--- src/rtl/debounce_pkg.sv ---
// Shared definitions for the switch debouncer: per-channel FSM state encoding
// and the default qualification window (10 ms at 100 MHz).
package debounce_pkg;

  typedef enum logic [1:0] {
    STABLE_LO = 2'd0,
    WAIT_HI   = 2'd1,
    STABLE_HI = 2'd2,
    WAIT_LO   = 2'd3
  } db_state_e;

  localparam int DEF_STABLE_CYCLES = 1_000_000;

endpackage

--- src/rtl/debounce_channel.sv ---
// One debounced switch bit: 2-FF synchroniser, stability counter and FSM.
// Outputs a registered clean level plus one-cycle rise/fall pulses.
module debounce_channel
  import debounce_pkg::*;
#(
  parameter int STABLE_CYCLES = DEF_STABLE_CYCLES
) (
  input  logic clk,
  input  logic rst,
  input  logic sw_in,
  output logic db_level,
  output logic db_rise,
  output logic db_fall
);

  localparam int CNT_W = $clog2(STABLE_CYCLES);
  localparam logic [CNT_W-1:0] CNT_MAX = CNT_W'(STABLE_CYCLES - 1);

  logic             ff1;
  logic             sync;
  db_state_e        state_q, state_d;
  logic [CNT_W-1:0] cnt_q, cnt_d;
  logic             level_d, rise_d, fall_d;

  // NOTE: sequential state uses non-blocking assignments so every flop samples
  // the pre-edge value of its inputs, independent of statement order.
  always_ff @(posedge clk) begin
    if (rst) begin
      ff1      <= 1'b0;
      sync     <= 1'b0;
      state_q  <= STABLE_LO;
      cnt_q    <= '0;
      db_level <= 1'b0;
      db_rise  <= 1'b0;
      db_fall  <= 1'b0;
    end else begin
      ff1      <= sw_in;
      sync     <= ff1;
      state_q  <= state_d;
      cnt_q    <= cnt_d;
      db_level <= level_d;
      db_rise  <= rise_d;
      db_fall  <= fall_d;
    end
  end

  // NOTE: every signal assigned here gets a default first, so no path through
  // the case leaves one unassigned and no latch is inferred.
  always_comb begin
    state_d = state_q;
    cnt_d   = cnt_q;
    level_d = db_level;
    rise_d  = 1'b0;
    fall_d  = 1'b0;
    unique case (state_q)
      STABLE_LO: begin
        if (sync) begin
          state_d = WAIT_HI;
          cnt_d   = '0;
        end
      end
      WAIT_HI: begin
        if (!sync) begin
          state_d = STABLE_LO;
        end else if (cnt_q == CNT_MAX) begin
          state_d = STABLE_HI;
          level_d = 1'b1;
          rise_d  = 1'b1;
        end else begin
          cnt_d = cnt_q + CNT_W'(1);
        end
      end
      STABLE_HI: begin
        if (!sync) begin
          state_d = WAIT_LO;
          cnt_d   = '0;
        end
      end
      WAIT_LO: begin
        if (sync) begin
          state_d = STABLE_HI;
        end else if (cnt_q == CNT_MAX) begin
          state_d = STABLE_LO;
          level_d = 1'b0;
          fall_d  = 1'b1;
        end else begin
          cnt_d = cnt_q + CNT_W'(1);
        end
      end
      default: state_d = STABLE_LO;
    endcase
  end

endmodule

--- src/rtl/switch_debouncer.sv ---
// Multi-channel switch/button conditioner: N_CH independent debounce channels.
// Define DEBOUNCE_TOGGLE_EN to add the push-on/push-off db_toggle output.
module switch_debouncer
  import debounce_pkg::*;
#(
  parameter int N_CH          = 2,
  parameter int STABLE_CYCLES = DEF_STABLE_CYCLES
) (
  input  logic            clk,
  input  logic            rst,
  input  logic [N_CH-1:0] sw_in,
  output logic [N_CH-1:0] db_level,
  output logic [N_CH-1:0] db_rise,
`ifdef DEBOUNCE_TOGGLE_EN
  output logic [N_CH-1:0] db_fall,
  output logic [N_CH-1:0] db_toggle
`else
  output logic [N_CH-1:0] db_fall
`endif
);

  for (genvar gi = 0; gi < N_CH; gi++) begin : g_ch
    debounce_channel #(
      .STABLE_CYCLES(STABLE_CYCLES)
    ) u_ch (
      .clk     (clk),
      .rst     (rst),
      .sw_in   (sw_in[gi]),
      .db_level(db_level[gi]),
      .db_rise (db_rise[gi]),
      .db_fall (db_fall[gi])
    );
  end

`ifdef DEBOUNCE_TOGGLE_EN
  // Flips the cycle after each accepted press.
  always_ff @(posedge clk) begin
    if (rst) db_toggle <= '0;
    else     db_toggle <= db_toggle ^ db_rise;
  end
`endif

endmodule

--- config.mk ---
export PLATFORM = sky130hd
export DESIGN_NAME = switch_debouncer
export DESIGN_NICKNAME = d
export VERILOG_FILES = /design/src/rtl/debounce_pkg.sv /design/src/rtl/debounce_channel.sv /design/src/rtl/switch_debouncer.sv
export SDC_FILE = /design/constraint.sdc
export NUM_CORES = 1
export LEC_CHECK = 0
export CORE_MARGIN = 2
export CORE_UTILIZATION = 55
export DETAILED_ROUTE_END_ITERATION = 8
export PLACE_DENSITY = 0.72
export SYNTH_ARGS = -nofsm -noshare
export SYNTH_HDL_FRONTEND = slang
export SYNTH_HIERARCHICAL = 1
export SYNTH_SLANG_ARGS = --single-unit
--- constraint.sdc ---
create_clock -name clk -period 1.5 [get_ports clk]
set_input_delay 0.3 -clock clk [delete_from_list [all_inputs] [get_ports clk]]
set_output_delay 0.3 -clock clk [all_outputs]
set_load 0.03 [all_outputs]
==> results.toml <==
[run_status]
status = "finished with violations"
violations = "negative setup slack"

[setup_path]
worstSetupPathType = "flip-flop to flip-flop"
end_kind = "flip-flop"
critPathMaxFanout = 5
cp-start-kind = "flip-flop"
cp_data_required_time_ns = 1.74
cp.arrival_ns = 2.00

[sta]
fmaxAchievable_ghz = 0.5676
worstMarginPinSlew_ns = 0.4810
setup_viol = 50
setup_slack_ns = -0.2618
rsz0062_at_grt = "yes"
hold_viol_final = 0
fin_crit_sh_pct = 117.5
fin_skew_ns = 0.008717
period_minus_slack_ns = 1.762
holdWs_ns = 0.4583
tns_ns = -5.709
slew-limit-headroom_pct = 67.78
maxSlewViolCount = 0

[logic_synthesis]
synth_compound_gate_area_share_pct = 16.14
syn_inst = 316
synth_top_family_by_area = "simple AND/OR/NAND/NOR gates"
synthDistinctLibCells = 48
synth_fa_ha_area_share_pct = 0.8584
synth_area_mm2 = 0.002915
synth.mux.area_fraction_pct = 2.232
synth-edff-count = 0
async_flop_share_pct = 0
synth_xor_area_share_pct = 4.721
ys_seq_area_share_pct = 37.08
synth_simple_gate_area_share_pct = 33.65
yosys_register_bits = 54
synthFlopType = "dfxtp_1"
synth_nets = 322
postSynthAreaPerCell_um2 = 9.226
yosys_warnings = 6

[global_route]
grt_antenna_before_repair = 0
grt_max_degree = 17
grt_pass1_wl_um = 14560
track_usage_pct = 30.73
overflow = 0
grt_pass1_vias = 2916

[place]
dpl_cell_area_mm2 = 0.003601
dp_hpwl_um = 5523
pre_cts_slack_ns = -0.2290
gp_congestion = 0.8877
port-buffer-count = 9

[route]
dr.pass1.iters = 5
postRouteWirelength_um = 9955
drc = 0
ant_nets = 0
viasPerCell = 6.419
vias = 3107
dr.first_iter.drc_count = 333
wl_per_cell_um = 20.57

[floorplan]
start_util_pct = 57.08
core_area_mm2 = 0.005107
io_pins = 10
fp-row-count = 26
die_h_um = 76.81
fp.dieArea_mm2 = 0.005899
chipWidth_um = 76.81

[cells_and_area]
nets = 419
final_area_mm2 = 0.004243
antenna_cells = 0
areaGrowthSynthToFinish_pct = 45.54
drive_above_1_share_pct = 52.17

[clock_network]
clk_latency_ns = 0.33
clockRootBuffer = "clkbuf_8"
cts_sinks = 54
htree_levels = 2
cts_tree = "built"
cts.clk_slew.worst_paths_ns = 0.10
cts_hold_buffers = 0
clockBufferDepth = 2
cts_buffers = 5

[job]
cap_violations = 0

[pwr]
p_leak_nw = 1.635
peakVddDrop_uv = 684.4
cellPowerDensity_mw_per_mm2 = 636.2

[min_path]
hold_path_class = "flip-flop to flip-flop"
==> sequential cells by signal, summed over array words and instances (netlist names), named ones only <==
register and count:
g_ch.u_ch/ff1 2, g_ch.u_ch/state_q 2, g_ch.u_ch/db_level 2, g_ch.u_ch/cnt_q 40, g_ch.u_ch/db_fall 2, g_ch.u_ch/db_rise 2, g_ch.u_ch/sync 2
==> critical path: stages (launching register included) <==
cell and delay [ns]:
dfxtp_1 0.35, buf_4 0.17, nor4b_1 0.44, nand4_1 0.28, buf_4 0.23, nor4b_2 0.21
==> layer usage <==
metal  vias to the layer above  routed length [um]  track usage (%)
met2                       211                4635            49.30
met5                         -                   0                0
met1                      1458                4053            40.72
met4                         0                 503            12.91
li1                       1383                   -                -
met3                        55                 763            5.412
==> placed cells by master (no fill, tap or decap), drive strengths merged, types with 3 or more instances in the layout <==
cell type	count
a21o	4
a21oi	20
a22oi	10
and2	6
and3	10
and4	10
buf	94
clkbuf	7
clkdlybuf4s50	3
dfxtp	54
dlygate4sd2	6
inv	4
mux2	4
nand2	28
nand3	20
nand4	10
nor2	30
nor2b	6
nor3	8
nor4	6
nor4b	14
o21ai	9
o31ai	8
or4	6
xnor2	6
xor2	8
==> per-stage QoR <==
step                      std cells  utilization [%]  total power [W]
after floorplan                 316                -         0.001603
after global placement          458            70.50         0.001671
after detailed placement        458            70.50         0.001675
after CTS                       479            79.81         0.002659
after global routing            484            83.07         0.002759
final                           484            83.07         0.002699
==> logic make-up after synthesis <==
| logic type | Yosys count |
|---|---|
| flip-flops | 54 |
| AND/OR/NAND/NOR | 158 |
| multiplexers | 6 |
| adder cells (fa/ha/maj) | 2 |
| XOR/XNOR | 14 |
| buffers and inverters | 18 |
| AO/OA/AOI/OAI | 64 |
==> area by class of cell <==
| cell class | instances | area (um^2) |
|---|---|---|
| fillers | 284 | 864.6 |
| multi-input cells | 245 | 2085 |
| clock inverters | 1 | 30.03 |
| well taps | 70 | 87.58 |
| clock buffers | 7 | 76.32 |
| flip-flops and latches | 54 | 1127 |
| inverters | 4 | 15.01 |
| repair buffers | 103 | 822.0 |
==> where the power goes <==
| part | switching (W) | total [W] | internal, W |
|---|---|---|---|
| sequential | 0.0000157 | 0.00145 | 0.00144 |
| combinational | 0.000132 | 0.000225 | 0.0000929 |
| clock | 0.000522 | 0.00102 | 0.000501 |
==> Yosys cell counts, types with 4 or more instances <==
cell type	number	share of area [%]
o31ai_1	8	2.1
nor4b_2	4	2.1
dfxtp_1	54	37
a21oi_2	4	1.2
buf_6	8	3.1
xnor2_1	6	1.8
nand2_1	28	3.6
nor2_1	30	3.9
and3_2	6	1.5
nor4b_1	10	3.0
nand4_1	6	1.3
a22oi_1	10	2.6
nand3_1	20	3.4
a21o_1	4	1.0
and2_2	4	1.0
mux2_2	4	1.5
o21ai_0	4	0.69
a21oi_1	16	2.7
and4_1	4	1.2
nor3_1	8	1.4
or4_1	6	1.5
nor4_1	6	1.3
and3_1	4	0.86
xor2_1	6	1.8
inv_1	4	0.51
nor2b_1	6	1.3
and4_2	4	1.4
==> timing repair <==
action	CTS	global route
endpoints found under the setup margin	55	50
gates cloned	1	0
setup buffers	12	5
resized for setup	78	32
pin swaps	15	32
endpoints found under the hold margin	0	0
==> path summary, 6_finish.rpt <==
check	from	depth (start not counted)	end	slack, ns
max	g_ch[1].u_ch/cnt_q[10]$_SDFFE_PP0P_	5	g_ch[1].u_ch/db_fall$_SDFF_PP0_	-0.26
min	g_ch[1].u_ch/ff1$_SDFF_PP0_	1	g_ch[1].u_ch/sync$_SDFF_PP0_	0.46
max reg2reg	g_ch[1].u_ch/cnt_q[10]$_SDFFE_PP0P_	5	g_ch[1].u_ch/db_fall$_SDFF_PP0_	-0.26
min reg2reg	g_ch[1].u_ch/ff1$_SDFF_PP0_	1	g_ch[1].u_ch/sync$_SDFF_PP0_	0.46
No activity file was read; power rests on OpenSTA's default activity.
==> patch, RTL diff (config.mk and constraints unchanged) <==
The option `DEBOUNCE_TOGGLE_EN` is turned on by a define.
--- a/src/rtl/switch_debouncer.sv
+++ b/src/rtl/switch_debouncer.sv
@@ -1,4 +1,6 @@
 // Multi-channel switch/button conditioner: N_CH independent debounce channels.
 // Define DEBOUNCE_TOGGLE_EN to add the push-on/push-off db_toggle output.
+`define DEBOUNCE_TOGGLE_EN
+
 module switch_debouncer
   import debounce_pkg::*;
Check against the original RTL (old outputs only; new: db_toggle): equivalent (equiv_simple and equiv_induct, registers matched by name and starting in step).
==> patch against the original RTL <==
The flow still finishes with violations (setup timing). Power grew 2.2%. Routed wire length grew 10%. Synthesized area up 2.2%. Setup slack worse by 0.10 ns. Count of clock-buffer cells in the layout is 1 lower. Sequential cell count grew 2. Cell area increased by 4.2%. Core utilization up 2.4 points. Global-route usage decreased by 2.1 points. Synthesized cell count rose by 1.9%. Sequential share of layout area increased by 0.23 points. Combinational power grew 5%.
==> patch: results (changes against the original RTL) <==
| Metric | Value |
|---|---|
| Status | `finished with violations (unchanged)` |
| Violated checks | `setup timing (unchanged)` |
| VDD IR max | `575.2 uV (was 684.4 uV)` |
| Critical-path top delay cell | `dfxtp_4 (was nor4b_1)` |
| Vias in the first global route | `2896 (was 2916)` |
| Diode count | `0 (unchanged)` |
| # port buffers | `11 (was 9)` |
| DP Wirelength | `5231 um (was 5523 um)` |
| CP delay by family, top | `compound AO/OA/AOI/OAI gates (was simple AND/OR/NAND/NOR gates)` |
| RePlAce Congestion | `0.8808 (was 0.8877)` |
| CP Data Arrival Time | `2.08 ns (was 2.00 ns)` |
| Syn Area/Cell | `9.256 sq um (was 9.226 sq um)` |
| Final setup viols | `49 (was 50)` |
| Synth cell count leaders | `56 x dfxtp_1, 32 x nor2_1, 28 x nand2_1 (was 54 x dfxtp_1, 30 x nor2_1, 28 x nand2_1)` |
| Final Non-Filler Cells | `498 (was 484)` |
| Synth top area cells | `dfxtp_1 38%, nor2_1 4.0%, nand2_1 3.5%, nand3_1 3.4%, buf_6 3.0% (was dfxtp_1 37%, nor2_1 3.9%, nand2_1 3.6%, nand3_1 3.4%, buf_6 3.1%)` |
| Seq/Total Area, Yosys | `37.62% (was 37.08%)` |
| Total track usage | `28.64% (was 30.73%)` |
| Ys Warns | `6 (unchanged)` |
| Most flop-heavy register | `g_ch.u_ch/cnt_q (unchanged)` |
| Mapped Nets | `328 (was 322)` |
| Share of layout cells above drive strength 1 | `53.27% (was 52.17%)` |
| Final Routed Wirelength | `10950 um (was 9955 um)` |
| Critical Path Max Stage Delay | `0.38 ns (was 0.44 ns)` |
| Clk Latency, worst-skew pair | `0.32 ns` |
| Pre-CTS setup slack | `-0.1908 ns (was -0.2290 ns)` |
| Nets@finish | `433 (was 419)` |
| Ys flop type | `dfxtp_1 (unchanged)` |
| Setup Skew | `0.006752 ns (was 0.008717 ns)` |
| FILL cells | `236 (was 284)` |
| Synth async-reset ratio | `0% (unchanged)` |
| Iter 0 DRT Violations | `548 (was 333)` |
| Worst Tran Pin Value | `0.6165 ns (was 0.4810 ns)` |
| Longest Clk Path Bufs | `2 (unchanged)` |
| First-pass GRT wire length | `13870 um (was 14560 um)` |
| Dpl cells | `467 (was 458)` |
| PnR worst setup slack | `-0.3631 ns (was -0.2618 ns)` |
| Pre-Repair DR Iteration Count | `5 (unchanged)` |
| Static Leak | `1.719 nW (was 1.635 nW)` |
| Vias/cell | `6.612 (was 6.419)` |
## patch: changes by cell type after synthesis, sizes merged
| cell | unedited run | this run |
|---|---|---|
| dfxtp | 54 | 56 |
| nor2 | 30 | 32 |
| xnor2 | 6 | 8 |
## patch: what timing repair did
action	4_1_cts	5_1_grt
pin swaps	14	27
setup endpoints to repair	57	50
gates resized for setup	73	52
setup buffers	12	12
## patch: worst paths after layout
path         slack (ns)                   start  depth (start not counted)                    end
min                0.44        g_ch[1].u_ch/ff1                          1      g_ch[1].u_ch/sync
min reg2reg        0.44        g_ch[1].u_ch/ff1                          1      g_ch[1].u_ch/sync
max               -0.36  g_ch[1].u_ch/cnt_q[13]                          7  g_ch[1].u_ch/cnt_q[9]
max reg2reg       -0.36  g_ch[1].u_ch/cnt_q[13]                          7  g_ch[1].u_ch/cnt_q[9]
## patch: report_power, final
part           internal [W]  switching [W]  leakage (nW)
Clock              0.000497       0.000527        0.0552
Combinational     0.0000957       0.000141          1.19
Sequential          0.00148      0.0000156         0.469
## patch: layout make-up
cell class                      count  area share (%)
Clock buffer                        6           1.641
Clock inverter                      2          0.7923
Inverter                            4          0.3396
Multi-Input combinational cell    248           48.27
Sequential cell                    56           26.80
Tap cell                           70           1.981
Timing Repair Buffer              112           20.18
## patch: stage by stage
stage                     TNS [ns]  power [W]  cell area [sq um]  utilization (%)
after detailed placement    -4.669   0.001734               3694            71.41
after floorplan            -0.1360   0.001658               3050                -
final                       -8.623   0.002757               4422            85.49
after global placement      -3.227   0.001731               3694            71.41
after global routing        -10.78   0.002817               4422            85.49
after CTS                   -2.175   0.002706               4096            79.20
## patch: metal layers
metal | routed length [um] | vias to the layer above | share of wire, % | track usage [%]
li1 | - | 1423 | - | -
met1 | 4513 | 1568 | 41 | 39.43
met2 | 5024 | 253 | 46 | 46.03
met3 | 990 | 49 | 9.0 | 4.535
met4 | 419 | 0 | 3.8 | 8.929
met5 | 0 | - | 0 | 0
## patch: cells by family after synthesis
kind of cell	Yosys count	synth area share, %
DFF	56	37.62
muxes	6	2.183
and+or+nand+nor	160	33.17
buffers and inverters	18	5.206
xor gates and xnor gates	16	5.206
adders and majority gates	2	0.8395
AOI/OAI and AO/OA	64	15.78
